===== src/rtl/key_press_conditioner.sv =====
// rtl/key_press_conditioner.sv - debounced key level and press/release strobes from raw active-low buttons
//
// Purpose: per-key 2-FF synchronizer followed by an independent debounce FSM.
//          Every output is registered. The output stage adds one cycle after the
//          FSM accepts a change, so the fixed latency is DEBOUNCE_CYCLES+3 cycles.
// Optional feature: define KEY_AUTOREPEAT_EN to add auto-repeat press strobes
//          while a key stays held (parameters REPEAT_DELAY, REPEAT_PERIOD).
// Ports:
//   i_clk            system clock
//   i_hard_reset     synchronous active-high reset
//   i_key_n          raw asynchronous button lines, 0 = pressed
//   o_pressed        debounced level, 1 = key held
//   o_press_pulse    one-cycle strobe on an accepted press (and on repeats)
//   o_release_pulse  one-cycle strobe on an accepted release

module key_press_conditioner #(
    parameter int NUM_KEYS        = 4,
    parameter int DEBOUNCE_CYCLES = 1000000,
    parameter int CNT_W           = 20
`ifdef KEY_AUTOREPEAT_EN
    ,
    parameter int REPEAT_DELAY    = 25000000,
    parameter int REPEAT_PERIOD   = 5000000
`endif
) (
    input  logic                i_clk,
    input  logic                i_hard_reset,
    input  logic [NUM_KEYS-1:0] i_key_n,
    output logic [NUM_KEYS-1:0] o_pressed,
    output logic [NUM_KEYS-1:0] o_press_pulse,
    output logic [NUM_KEYS-1:0] o_release_pulse
);

    typedef enum logic [1:0] {
        ST_RELEASED    = 2'd0,
        ST_PRESS_CHK   = 2'd1,
        ST_PRESSED     = 2'd2,
        ST_RELEASE_CHK = 2'd3
    } state_t;

    localparam logic [CNT_W-1:0] CNT_LAST = CNT_W'(DEBOUNCE_CYCLES - 1);
    localparam logic [CNT_W-1:0] CNT_ONE  = CNT_W'(1);

    // Two-stage synchronizer; reset to the released level (1).
    logic [NUM_KEYS-1:0] sync_a;
    logic [NUM_KEYS-1:0] s_n;

    always_ff @(posedge i_clk) begin
        if (i_hard_reset) begin
            sync_a <= '1;
            s_n    <= '1;
        end else begin
            sync_a <= i_key_n;
            s_n    <= sync_a;
        end
    end

    // Next values for the registered outputs, one bit per key.
    logic [NUM_KEYS-1:0] pressed_d;
    logic [NUM_KEYS-1:0] press_d;
    logic [NUM_KEYS-1:0] release_d;

    for (genvar g = 0; g < NUM_KEYS; g++) begin : g_key
        state_t           state;
        state_t           state_next;
        logic [CNT_W-1:0] cnt;
        logic [CNT_W-1:0] cnt_next;
        logic             held;
        logic             press_evt;
        logic             release_evt;
        logic             repeat_hit;

        // State register
        always_ff @(posedge i_clk) begin
            if (i_hard_reset) begin
                state <= ST_RELEASED;
                cnt   <= '0;
            end else begin
                state <= state_next;
                cnt   <= cnt_next;
            end
        end

        // Next-state logic
        always_comb begin
            state_next = state;
            cnt_next   = cnt;
            case (state)
                ST_RELEASED: begin
                    cnt_next = '0;
                    if (!s_n[g]) begin
                        state_next = ST_PRESS_CHK;
                        cnt_next   = CNT_ONE;
                    end
                end
                ST_PRESS_CHK: begin
                    if (s_n[g]) begin
                        state_next = ST_RELEASED;
                        cnt_next   = '0;
                    end else if (cnt == CNT_LAST) begin
                        state_next = ST_PRESSED;
                        cnt_next   = '0;
                    end else begin
                        cnt_next = cnt + CNT_ONE;
                    end
                end
                ST_PRESSED: begin
                    cnt_next = '0;
                    if (s_n[g]) begin
                        state_next = ST_RELEASE_CHK;
                        cnt_next   = CNT_ONE;
                    end
                end
                ST_RELEASE_CHK: begin
                    if (!s_n[g]) begin
                        state_next = ST_PRESSED;
                        cnt_next   = '0;
                    end else if (cnt == CNT_LAST) begin
                        state_next = ST_RELEASED;
                        cnt_next   = '0;
                    end else begin
                        cnt_next = cnt + CNT_ONE;
                    end
                end
                default: begin
                    state_next = ST_RELEASED;
                    cnt_next   = '0;
                end
            endcase
        end

`ifdef KEY_AUTOREPEAT_EN
        localparam int REP_W = $clog2(REPEAT_DELAY + 1);
        localparam logic [REP_W-1:0] REP_HIT  = REP_W'(REPEAT_DELAY);
        // Reloading to DELAY-PERIOD+1 makes the next hit land PERIOD cycles later.
        localparam logic [REP_W-1:0] REP_LOAD = REP_W'(REPEAT_DELAY - REPEAT_PERIOD + 1);
        logic [REP_W-1:0] rep_cnt;

        always_ff @(posedge i_clk) begin
            if (i_hard_reset || state != ST_PRESSED) begin
                rep_cnt <= '0;
            end else if (rep_cnt == REP_HIT) begin
                rep_cnt <= REP_LOAD;
            end else begin
                rep_cnt <= rep_cnt + REP_W'(1);
            end
        end

        assign repeat_hit = (state == ST_PRESSED) && (rep_cnt == REP_HIT);
`else
        assign repeat_hit = 1'b0;
`endif

        // Output logic: the registered level trails the FSM by one cycle, so a
        // disagreement between them marks the accepted edge exactly once.
        always_comb begin
            held        = (state == ST_PRESSED) || (state == ST_RELEASE_CHK);
            press_evt   = (held && !o_pressed[g]) || repeat_hit;
            release_evt = !held && o_pressed[g];
        end

        assign pressed_d[g] = held;
        assign press_d[g]   = press_evt;
        assign release_d[g] = release_evt;
    end

    always_ff @(posedge i_clk) begin
        if (i_hard_reset) begin
            o_pressed       <= '0;
            o_press_pulse   <= '0;
            o_release_pulse <= '0;
        end else begin
            o_pressed       <= pressed_d;
            o_press_pulse   <= press_d;
            o_release_pulse <= release_d;
        end
    end

endmodule


===== config.mk =====
export PLATFORM = sky130hd
export DESIGN_NAME = key_press_conditioner
export DESIGN_NICKNAME = d
export VERILOG_FILES = /design/src/rtl/key_press_conditioner.sv
export SDC_FILE = /design/constraint.sdc
export NUM_CORES = 1
export LEC_CHECK = 0
export ABC_AREA = 1
export BUFFER_PORTS_ARGS = -buffer_cell sky130_fd_sc_hd__buf_2
export CORE_ASPECT_RATIO = 0.9
export CORE_MARGIN = 3
export CORE_UTILIZATION = 45
export CTS_CLUSTER_SIZE = 12
export DETAILED_ROUTE_END_ITERATION = 10
export SLEW_MARGIN = 10
export SYNTH_ARGS = -nofsm -noshare
export SYNTH_HDL_FRONTEND = slang
export SYNTH_SLANG_ARGS = --single-unit

===== constraint.sdc =====
create_clock -name i_clk -period 2.1 [get_ports i_clk]
set_input_delay 0.21 -clock i_clk [delete_from_list [all_inputs] [get_ports i_clk]]
set_output_delay 0.21 -clock i_clk [all_outputs]
set_load 0.02 [all_outputs]

==> parameters.txt, run 1 <==
Parameter                              Value

Status
  Result of the run ... finished clean

Global routing
  Vias in the first global route ... 4056
  Largest net degree at the start of global routing ... 26
  Initial antenna violation count ... 0
  Global-route congestion overflow total ... 0
  Total routing usage reported by global routing ... 16.8%
  First-pass GRT wire length ... 17800 um

Critical path
  WP buf/inv ... 1
  Setup crit start kind ... flip-flop
  Required arrival time at the worst endpoint ... 2.34 ns
  Cells traversed along the worst timing path ... ha_1 -> nand3_2 -> nor2_1 -> nand3_1 -> nand2_1 -> inv_2 -> o21ai_0 -> nor2_1
  Master of the slowest instance on the critical path ... dfxtp_1
  WS Path Type ... flip-flop to flip-flop
  Crit. End Element ... flip-flop
  Family of cells with the greatest summed delay on the critical path ... simple AND/OR/NAND/NOR gates
  Critical path's largest stage delay ... 0.44 ns
  Arr. time, crit path ... 2.02 ns
  Worst-path maximum fanout ... 8
  Crit-path most repeated cell ... nor2_1

Power
  Logic gate share of total power ... 2.8%
  Peak VDD IR ... 376 uV
  Internal power ... 0.00308 W
  Switching Fraction ... 21.4%
  Standby leakage power ... 2.00 nW
  Sw power ... 0.000835 W
  Total power density per cell area ... 696 nW/um2
  Share of total power in sequential cells ... 53.7%
  Share of total power in the clock network ... 43.4%

Floorplan
  Core area ... 10900 um2
  Number of top-level pins ... 18
  Vert. Die Dim ... 107 um
  Die width ... 118 um
  Die Outline Area ... 12600 um2
  Initial Utilization ... 46.6%
  Placement row count ... 36

Logic synthesis
  Most common flop cell mapped by yosys ... dfxtp_1
  Per-instance average area after synthesis ... 7.21 um2
  Yosys warnings ... 0
  Number of enable-type register cells in the synthesized netlist ... 0
  Synth Register Bits ... 108
  Netlist Area Pre-Place ... 5080 um2
  Net count after synthesis ... 715
  Number of distinct library cell variants in the gate-level netlist after synthesis ... 36
  Number of instances in the synthesized netlist ... 705
  Seq/Total Area, Yosys ... 42.6%
  Async set-or-reset flop fraction in the synthesized netlist ... 0%
  Most frequent cells after synthesis ... nor2_1, nand2_1, dfxtp_1
  Top-count cell post-synth ... nor2_1
  Area share of the largest cell type after synthesis ... 42.6%
  Post-synthesis cell type with the largest combined area ... dfxtp_1
  Biggest area contributors in the synthesized netlist ... dfxtp_1, nor2_1, nand2_1, inv_1, nor3_1

Finish
  Number of inserted diodes ... 0
  Number of standard cells in the final layout excluding fillers ... 884
  Number of nets in the layout ... 737
  Fraction of layout instances using a drive strength above 1 ... 11.9%
  Design area ... 5620 um2
  Synthesis-to-layout area growth ... 10.7%

Timing
  WHS ... 0.0545 ns
  Max Clock Skew ... 0.00490 ns
  RSZ-0062 raised after global routing ... no
  Final number of setup-violating endpoints ... 0
  Number of hold violations in the final report ... 0
  Count of pins over their slew limit ... 0
  Slew at the pin closest to its max-slew limit ... 0.543 ns
  Max_slew headroom ... 63.7%
  Total negative slack ... 0 ns
  Final worst path period need ... 1.78 ns
  Post-route clock period utilization ... 84.6%
  Setup ws final ... 0.322 ns
  Fmax ... 563 MHz

Clock network
  Clock edge transition at the registers on the reported setup and hold paths ... 0.07 ns
  Hold-fix buffers at CTS ... 0
  CTS root buf ... clkbuf_16
  Post CTS Setup Buffer Count ... 0
  Total number of H-tree levels ... 3
  Number of cells upsized or downsized after cts ... 0
  Bufs on Longest Clock Path ... 2
  TritonCTS clock tree ... built
  TritonCTS Sinks ... 108
  TritonCTS buffer count ... 9
  Clock Latency Late Sink ... 0.34 ns

Placed design
  Post-placement setup slack ... 0.343 ns
  Dpl cells ... 868
  DPL Wire Length ... 7540 um
  Final estimated routing congestion in global placement ... 0.851
  Instance area at placement ... 5320 um2
  Number of buffers added on ports ... 17

Flow run
  Maxcap violations ... 0

Routing
  Avg Vias per Cell ... 4.76
  Wirelength, routed ... 9950 um
  DRC violations left ... 0
  First-iteration detailed-routing DRC count ... 266
  Detailed-route wire length per cell ... 11.3 um
  First-pass iteration count of the detailed router ... 4
  Number of antenna-violating nets in the routed design ... 0
  Detailed-route via count ... 4208

Min path
  Worst min-delay path category ... primary input to flip-flop
[layer usage]
layer  wire length (um)  track usage, %
met5                  0               0
met4                 96            4.94
met1               5110            22.1
met2               4420            27.6
met3                328            4.27
[cell families after synthesis]
family | Yosys count | share of synthesized area, %
simple gates | 426 | 39.6
xor+xnor | 28 | 4.83
buf+inv | 96 | 7.51
flops | 108 | 42.6
fa+ha+maj | 4 | 0.985
compound gates | 43 | 4.51
[cell usage in the layout (no fill, tap or decap), drive strengths merged]
| cell type | instances |
|---|---|
| nor3b | 5 |
| nand2 | 145 |
| a31oi | 3 |
| dfxtp | 108 |
| a211oi | 2 |
| inv | 88 |
| nand3b | 3 |
| nor4 | 2 |
| o21ai | 16 |
| nand4 | 28 |
| nor3 | 38 |
| o21bai | 1 |
| a21boi | 1 |
| buf | 19 |
| or2 | 9 |
| bufinv | 1 |
| nand3 | 31 |
| a21oi | 20 |
| xnor2 | 9 |
| xor2 | 19 |
| clkinvlp | 3 |
| clkinv | 1 |
| ha | 4 |
| clkbuf | 11 |
| nor2 | 165 |
[final timing paths]
kind	from	end	slack, ns	depth (start not counted)
min	i_key_n[2]	sync_a[2]	0.05	2
min reg2reg	sync_a[3]	s_n[3]	0.41	1
max	g_key[1].cnt[0]	g_key[1].cnt[16]	0.32	8
max reg2reg	g_key[1].cnt[0]	g_key[1].cnt[16]	0.32	8
[per-stage QoR]
stage / utilization [%] / power (W)
after CTS: 51.6 / 0.00397
after detailed placement: 48.8 / 0.00226
after global placement: 48.8 / 0.00226
after global routing: 51.6 / 0.00408
after floorplan: - / 0.00223
final: 51.6 / 0.00391
[worst register-to-register path, delay by kind of cell, from the launching register on]
kind | cells | cell delay [ns]
AO/OA/AOI/OAI | 1 | 0.10
adder cells (fa/ha/maj) | 1 | 0.25
flip-flops | 1 | 0.44
buffers and inverters | 1 | 0.14
AND/OR/NAND/NOR | 5 | 0.75
[layout make-up]
cell class | instances | area (um2)
Fill cell | 1115 | 5280
Timing Repair Buffer | 19 | 100
Inverter | 88 | 330
Clock buffer | 11 | 243
Sequential cell | 108 | 2160
Tap cell | 152 | 190
Clock inverter | 5 | 61.3
Multi-Input combinational cell | 501 | 2540
[power groups by stage]
stage	Clock [W]	Combinational (W)	Sequential, W
6_report	0.00170	0.000111	0.00210
5_1_grt	0.00185	0.000129	0.00211
4_1_cts	0.00175	0.000112	0.00210
3_5_place_dp	0	0.000112	0.00215
3_3_place_gp	0	0.000109	0.00215
2_1_floorplan	0	0.0000760	0.00215
[flip-flops by register name, summed over array words and instances, names as in the netlist, named ones only]
name	count
o_release_pulse	4
s_n	4
g_key.state	4
o_press_pulse	4
o_pressed	4
g_key.cnt	80
sync_a	4
No activity file was read; power rests on OpenSTA's default activity.
==> inputs of run 2 (changes only) <==
- ABC_AREA: 1 -> 0
- clock period: 2.1 -> 1.65 ns (I/O delays scaled with it)
==> run 2 against run 1 <==
  * The flow now finishes with violations (setup timing)
  * Die area shrank 11%
  * Sequential share of layout area shrank 1.8 points
  * Critical path type unchanged
  * Count of clock-buffer cells in the layout shrank 1
  * Largest cell class unchanged
  * Sequential power grew 25%
  * Combinational power shrank 51%
  * Final cell count shrank 18%
  * Highest routed layer unchanged
  * Power grew 10%
  * Largest power group unchanged
  * Routed wire length shrank 2.2%
  * Clock power shrank 4%
==> parameters.txt, run 2 <==
Parameter                              Value

Status
  Result of the run ... finished with violations (was finished clean)
  Violations in the final reports ... setup timing

Clock network
  Bufs on Longest Clock Path ... 2 (unchanged)
  Total number of H-tree levels ... 3 (unchanged)
  Clock Latency Late Sink ... 0.37 ns (was 0.34 ns)
  TritonCTS Sinks ... 108 (unchanged)
  CTS root buf ... clkbuf_8 (was clkbuf_16)
  TritonCTS clock tree ... built (unchanged)
  TritonCTS buffer count ... 9 (unchanged)
  Clock edge transition at the registers on the reported setup and hold paths ... 0.10 ns (was 0.07 ns)

Global routing
  Global-route congestion overflow total ... 0 (unchanged)
  Total routing usage reported by global routing ... 16.7% (was 16.8%)
  Initial antenna violation count ... 0 (unchanged)
  Largest net degree at the start of global routing ... 20 (was 26)
  Vias in the first global route ... 3495 (was 4056)
  First-pass GRT wire length ... 15600 um (was 17800 um)

Power
  Post-layout total power ... 0.00432 W (was 0.00391 W)
  Total power density per cell area ... 722 nW/um2 (was 696 nW/um2)
  Peak VDD IR ... 608 uV (was 376 uV)
  Standby leakage power ... 2.14 nW (was 2.00 nW)

Routing
  First-pass iteration count of the detailed router ... 4 (unchanged)
  Wirelength, routed ... 9730 um (was 9950 um)
  Number of antenna-violating nets in the routed design ... 0 (unchanged)
  Detailed-route via count ... 3814 (was 4208)
  Detailed-route wire length per cell ... 13.5 um (was 11.3 um)
  Avg Vias per Cell ... 5.29 (was 4.76)
  DRC violations left ... 0 (unchanged)
  First-iteration detailed-routing DRC count ... 180 (was 266)

Finish
  Core utilization of the finished layout ... 63.6% (was 51.6%)
  Largest register by flop count ... g_key.cnt (unchanged)
  Number of nets in the layout ... 604 (was 737)
  Synthesis-to-layout area growth ... 33.0% (was 10.7%)
  Fraction of layout instances using a drive strength above 1 ... 35.9% (was 11.9%)
  Number of inserted filler cells in the final layout ... 785 (was 1115)
  Leading cell type in the layout, fill and taps excluded ... dfxtp_1 (was nor2_1)
  Sequential Area ... 2200 um2 (was 2160 um2)
  Combined area of the multi-input logic cells ... 2570 um2 (was 2540 um2)
  Flip-flop count of the largest register, all copies and words added ... 80 (unchanged)
  Number of inserted diodes ... 0 (unchanged)
  Commonest cells after routing, fill and taps aside ... dfxtp_1, buf_4, nor2_1 (was nor2_1, nand2_1, dfxtp_1)

Logic synthesis
  Number of enable-type register cells in the synthesized netlist ... 0 (unchanged)
  Seq/Total Area, Yosys ... 48.0% (was 42.6%)
  Per-instance average area after synthesis ... 9.04 um2 (was 7.21 um2)
  Most frequent cells after synthesis ... dfxtp_1, nor2_1, nand3_1 (was nor2_1, nand2_1, dfxtp_1)
  Area share of the largest cell type after synthesis ... 48.0% (was 42.6%)
  Async set-or-reset flop fraction in the synthesized netlist ... 0% (unchanged)
  Number of distinct library cell variants in the gate-level netlist after synthesis ... 44 (was 36)
  Post-synthesis cell type with the largest combined area ... dfxtp_1 (unchanged)
  Number of instances in the synthesized netlist ... 498 (was 705)
  Yosys warnings ... 0 (unchanged)
  Synth Register Bits ... 108 (unchanged)
  Netlist Area Pre-Place ... 4500 um2 (was 5080 um2)
  Most common flop cell mapped by yosys ... dfxtp_1 (unchanged)
  Top-count cell post-synth ... dfxtp_1 (was nor2_1)
  Net count after synthesis ... 508 (was 715)
  Biggest area contributors in the synthesized netlist ... dfxtp_1, xor2_1, nor2_1, xnor2_1, nand3_1 (was dfxtp_1, nor2_1, nand2_1, inv_1, nor3_1)

Floorplan
  Die width ... 111 um (was 118 um)
  Number of top-level pins ... 18 (unchanged)
  Core area ... 9410 um2 (was 10900 um2)
  Initial Utilization ... 47.8% (was 46.6%)
  Placement row count ... 33 (was 36)
  Die Outline Area ... 11200 um2 (was 12600 um2)
  Vert. Die Dim ... 101 um (was 107 um)

Timing
  Number of hold violations in the final report ... 0 (unchanged)
  Setup ws final ... -0.103 ns (was 0.322 ns)
  Final worst path period need ... 1.75 ns (was 1.78 ns)
  Slew at the pin closest to its max-slew limit ... 0.411 ns (was 0.543 ns)
  Max_slew headroom ... 72.5% (was 63.7%)
  Count of pins over their slew limit ... 0 (unchanged)
  Fmax ... 571 MHz (was 563 MHz)
  RSZ-0062 raised after global routing ... yes (was no)
  Final number of setup-violating endpoints ... 20 (was 0)
  Max Clock Skew ... 0.0101 ns (was 0.00490 ns)
  Post-route clock period utilization ... 106% (was 84.6%)

Critical path
  Setup crit start kind ... flip-flop (unchanged)
  Critical path's largest stage delay ... 0.54 ns (was 0.44 ns)
  Crit. End Element ... flip-flop (unchanged)
  Worst-path maximum fanout ... 6 (was 8)
  Required arrival time at the worst endpoint ... 1.95 ns (was 2.34 ns)
  Family of cells with the greatest summed delay on the critical path ... simple AND/OR/NAND/NOR gates (unchanged)
  Master of the slowest instance on the critical path ... or4_4 (was dfxtp_1)
  Arr. time, crit path ... 2.05 ns (was 2.02 ns)
  WS Path Type ... flip-flop to flip-flop (unchanged)
  WP buf/inv ... 1 (unchanged)
  Cells traversed along the worst timing path ... buf_6 -> nand3_4 -> or4_4 -> or4_1 -> a21oi_1 (was ha_1 -> nand3_2 -> nor2_1 -> nand3_1 -> nand2_1 -> inv_2 -> o21ai_0 -> nor2_1)

Min path
  Worst min-delay path category ... primary input to flip-flop (unchanged)

Placed design
  Number of buffers added on ports ... 17 (unchanged)
  Final estimated routing congestion in global placement ... 0.816 (was 0.851)
  DPL Wire Length ... 6460 um (was 7540 um)

Flow run
  Maxcap violations ... 0 (unchanged)
==> run 2: path summary, 6_finish.rpt <==
kind | from | to | slack (ns) | cells after the start
max | g_key[3].cnt[8] | g_key[3].cnt[17] | -0.10 | 5
min | i_hard_reset | o_release_pulse[3] | 0.11 | 2
min reg2reg | sync_a[0] | s_n[0] | 0.42 | 1
max reg2reg | g_key[3].cnt[8] | g_key[3].cnt[17] | -0.10 | 5
==> run 2: area by class of cell <==
type                    instances  area share (%)
flip-flops and latches        108            36.7
well taps                     122            2.55
clock buffers                  10            2.30
clock inverters                 6            1.07
inverters                      13           0.815
repair buffers                102            13.7
multi-input cells             360            42.9
==> run 2: power breakdown <==
part           leakage (nW)  internal (W)  switching (W)
clock                0.0983      0.000741       0.000900
sequential            0.884       0.00262     0.00000913
combinational          1.15     0.0000293      0.0000253
total                  2.14       0.00339       0.000935
==> run 2: logic make-up after synthesis <==
| logic type | synth area share (%) |
|---|---|
| flops | 48.0 |
| xor+xnor | 10.1 |
| simple gates | 29.6 |
| mux | 1.00 |
| compound gates | 7.48 |
| buf+inv | 2.70 |
| fa+ha+maj | 1.11 |
==> run 2: metal layers <==
layer | share of wire [%] | track usage, %
met2 | 46 | 26.7
met5 | 0 | 0
met4 | 2.5 | 7.02
met1 | 49 | 21.7
met3 | 3.0 | 4.26
==> run 2: repair_timing <==
| action | CTS | global route |
|---|---|---|
| endpoints found under the hold margin | 4 | 0 |
| cloned | 0 | 4 |
| hold buffers | 4 | 0 |
| endpoints found under the setup margin | 12 | 51 |
| gates resized for setup | 11 | 73 |
| buffers inserted | 5 | 6 |
| pin swaps | 8 | 24 |
==> run 2: per-stage QoR <==
step | cells | setup slack (ns) | hold WS, ns | cell area (um2) | setup TNS, ns
finish | 721 | -0.103 | 0.109 | 5990 | -1.22
global route | 721 | -0.139 | 0.113 | 5990 | -3.01
CTS | 711 | -0.0521 | 0.0958 | 5610 | -0.310
detailed placement | 686 | -0.140 | 0.351 | 5290 | -0.407
global placement | 686 | -0.0366 | 0.347 | 5290 | -0.0545
floorplan | 498 | -0.0604 | 0.269 | 4620 | -0.226
==> run 2: worst reg2reg max path: stages, from the launching register on <==
cell and delay, ns:
dfxtp_2 0.35, buf_6 0.10, nand3_4 0.08, or4_4 0.54, or4_1 0.49, a21oi_1 0.13
==> inputs of run 3 (changes only) <==
- BUFFER_PORTS_ARGS: -buffer_cell sky130_fd_sc_hd__buf_2 -> -buffer_cell sky130_fd_sc_hd__clkbuf_2
==> run 3 against run 2 <==
  * Register-to-register slack better by 0.04 ns
  * Critical endpoint is now g_key[3].cnt[12]
  * Hold slack better by 0.033 ns
  * Power fell by 2.3%
  * Core utilization decreased by 2.2 points
  * Sequential power about the same
  * Clock power is 5% lower
  * Sequential share of layout area is 1.3 points higher
  * Fmax rose by 2.6%
  * The flow still finishes with violations (setup timing)
  * Die area did not move
  * Global-route usage grew 1.0 points
  * Setup slack improved by 0.044 ns
  * Routed wire length down 0.58%
==> parameters.txt, run 3 (same netlist as run 2, synthesis figures left out) <==
Parameter                              Value

Status
  Result of the run ... finished with violations (unchanged)
  Violations in the final reports ... setup timing (unchanged)

Clock network
  TritonCTS clock tree ... built (unchanged)
  Total number of H-tree levels ... 3 (unchanged)
  Bufs on Longest Clock Path ... 2 (unchanged)
  TritonCTS buffer count ... 9 (unchanged)
  CTS root buf ... clkbuf_8 (unchanged)
  Clock edge transition at the registers on the reported setup and hold paths ... 0.09 ns (was 0.10 ns)
  TritonCTS Sinks ... 108 (unchanged)
  Clock Latency Late Sink ... 0.37 ns (about the same)

Finish
  Number of nets in the layout ... 601 (was 604)
  Synthesis-to-layout area growth ... 28.5% (was 33.0%)
  Number of inserted filler cells in the final layout ... 818 (was 785)
  Combined area of the multi-input logic cells ... 2410 um2 (was 2570 um2)
  Number of standard cells in the final layout excluding fillers ... 717 (was 721)
  Leading cell type in the layout, fill and taps excluded ... dfxtp_1 (unchanged)
  Sequential Area ... 2200 um2 (about the same)
  Flip-flop count of the largest register, all copies and words added ... 80 (unchanged)
  Largest register by flop count ... g_key.cnt (unchanged)
  Commonest cells after routing, fill and taps aside ... dfxtp_1, buf_4, nor2_1 (unchanged)
  Fraction of layout instances using a drive strength above 1 ... 30.3% (was 35.9%)
  Number of inserted diodes ... 0 (unchanged)

Timing
  Total negative slack ... -0.229 ns (was -1.22 ns)
  Max_slew headroom ... 75.0% (was 72.5%)
  Setup ws final ... -0.0590 ns (was -0.103 ns)
  Final worst path period need ... 1.71 ns (was 1.75 ns)
  Count of pins over their slew limit ... 0 (unchanged)
  RSZ-0062 raised after global routing ... yes (unchanged)
  Slew at the pin closest to its max-slew limit ... 0.371 ns (was 0.411 ns)
  Post-route clock period utilization ... 104% (was 106%)
  Final number of setup-violating endpoints ... 7 (was 20)
  Number of hold violations in the final report ... 0 (unchanged)
  Fmax ... 585 MHz (was 571 MHz)
  Max Clock Skew ... 0.00709 ns (was 0.0101 ns)

Power
  Standby leakage power ... 2.08 nW (was 2.14 nW)
  Sw power ... 0.000875 W (was 0.000935 W)
  Total power density per cell area ... 730 nW/um2 (was 722 nW/um2)
  Logic gate share of total power ... 1.3% (about the same)
  Switching Fraction ... 20.7% (was 21.6%)
  Share of total power in sequential cells ... 62.1% (was 60.7%)
  Peak VDD IR ... 548 uV (was 608 uV)
  Internal power ... 0.00335 W (was 0.00339 W)
  Share of total power in the clock network ... 36.6% (was 38.0%)

Placed design
  Dpl cells ... 686 (unchanged)
  Number of buffers added on ports ... 17 (unchanged)
  Final estimated routing congestion in global placement ... 0.844 (was 0.816)
  DPL Wire Length ... 6450 um (was 6460 um)

Floorplan
  Number of top-level pins ... 18 (unchanged)
  Initial Utilization ... 47.8% (unchanged)
  Placement row count ... 33 (unchanged)
  Core area ... 9410 um2 (unchanged)
  Die Outline Area ... 11200 um2 (unchanged)
  Vert. Die Dim ... 101 um (unchanged)
  Die width ... 111 um (unchanged)

Critical path
  Worst-path maximum fanout ... 4 (was 6)
  Required arrival time at the worst endpoint ... 1.95 ns (about the same)
  WP buf/inv ... 0 (was 1)
  Crit. End Element ... flip-flop (unchanged)
  WS Path Type ... flip-flop to flip-flop (unchanged)
  Arr. time, crit path ... 2.01 ns (was 2.05 ns)
  Master of the slowest instance on the critical path ... or4_4 (unchanged)
  Family of cells with the greatest summed delay on the critical path ... simple AND/OR/NAND/NOR gates (unchanged)
  Setup crit start kind ... flip-flop (unchanged)
  Cells traversed along the worst timing path ... ha_4 -> nand3_2 -> or4_4 -> or3_1 -> a21oi_1 (was buf_6 -> nand3_4 -> or4_4 -> or4_1 -> a21oi_1)
  Critical path's largest stage delay ... 0.51 ns (was 0.54 ns)

Routing
  Avg Vias per Cell ... 5.28 (was 5.29)
  Detailed-route via count ... 3789 (was 3814)
  Wirelength, routed ... 9680 um (was 9730 um)
  First-pass iteration count of the detailed router ... 5 (was 4)
  Number of antenna-violating nets in the routed design ... 0 (unchanged)
  DRC violations left ... 0 (unchanged)
  Detailed-route wire length per cell ... 13.5 um (about the same)
  First-iteration detailed-routing DRC count ... 227 (was 180)

Flow run
  Maxcap violations ... 0 (unchanged)

Global routing
  Vias in the first global route ... 3693 (was 3495)
  Largest net degree at the start of global routing ... 20 (unchanged)
  Total routing usage reported by global routing ... 17.7% (was 16.7%)
  First-pass GRT wire length ... 16400 um (was 15600 um)
  Global-route congestion overflow total ... 0 (unchanged)
  Initial antenna violation count ... 0 (unchanged)

Min path
  Worst min-delay path category ... primary input to flip-flop (unchanged)
-- run 3: per-stage QoR --
step | total power [W] | setup WS, ns | util (%) | hold slack [ns] | cell area, um2
final | 0.00422 | -0.0590 | 61.4 | 0.142 | 5780
after global routing | 0.00439 | -0.116 | 61.4 | 0.167 | 5780
after CTS | 0.00428 | -0.0506 | 59.6 | 0.129 | 5610
after detailed placement | 0.00273 | -0.0765 | 56.3 | 0.353 | 5300
after global placement | 0.00273 | -0.0354 | 56.3 | 0.347 | 5300
after floorplan | 0.00271 | -0.0604 | - | 0.269 | 4620
-- run 3: timing repair --
| action | in CTS | in global routing |
|---|---|---|
| endpoints found under the hold margin | 4 | 0 |
| buffers inserted | 7 | 3 |
| hold buffers | 4 | 0 |
| gates resized for setup | 7 | 32 |
| pin swaps | 3 | 8 |
| endpoints found under the setup margin | 11 | 44 |
| gates cloned | 0 | 2 |
-- run 3: power by group through the flow --
stage | Combinational, W | Clock [W] | Sequential [W]
after global placement | 0.0000434 | 0 | 0.00269
final | 0.0000535 | 0.00155 | 0.00262
after global routing | 0.0000609 | 0.00170 | 0.00262
after floorplan | 0.0000282 | 0 | 0.00269
after CTS | 0.0000525 | 0.00160 | 0.00263
after detailed placement | 0.0000447 | 0 | 0.00269
-- run 3: cell type report --
| type | instances | share of cell area, % |
|---|---|---|
| inverters | 13 | 0.844 |
| repair buffers | 99 | 13.5 |
| multi-input cells | 360 | 41.7 |
| flip-flops and latches | 108 | 38.0 |
| well taps | 122 | 2.64 |
| clock inverters | 1 | 0.0865 |
| clock buffers | 14 | 3.16 |
-- run 3: path summary, 6_finish.rpt --
check,startpoint,endpoint,slack [ns],depth (start not counted)
worst max-delay path,g_key[3].cnt[1],g_key[3].cnt[12],-0.06,5
worst max register to register,g_key[3].cnt[1],g_key[3].cnt[12],-0.06,5
worst min-delay path,i_hard_reset,o_release_pulse[3],0.14,2
worst min register to register,sync_a[1],s_n[1],0.41,1
-- run 3: per-layer routing --
metal  part of all wire [%]  global-route usage, %
met5                      0                      0
met4                    2.2                   5.89
met3                    3.2                   5.22
met2                     46                   29.0
met1                     48                   22.6
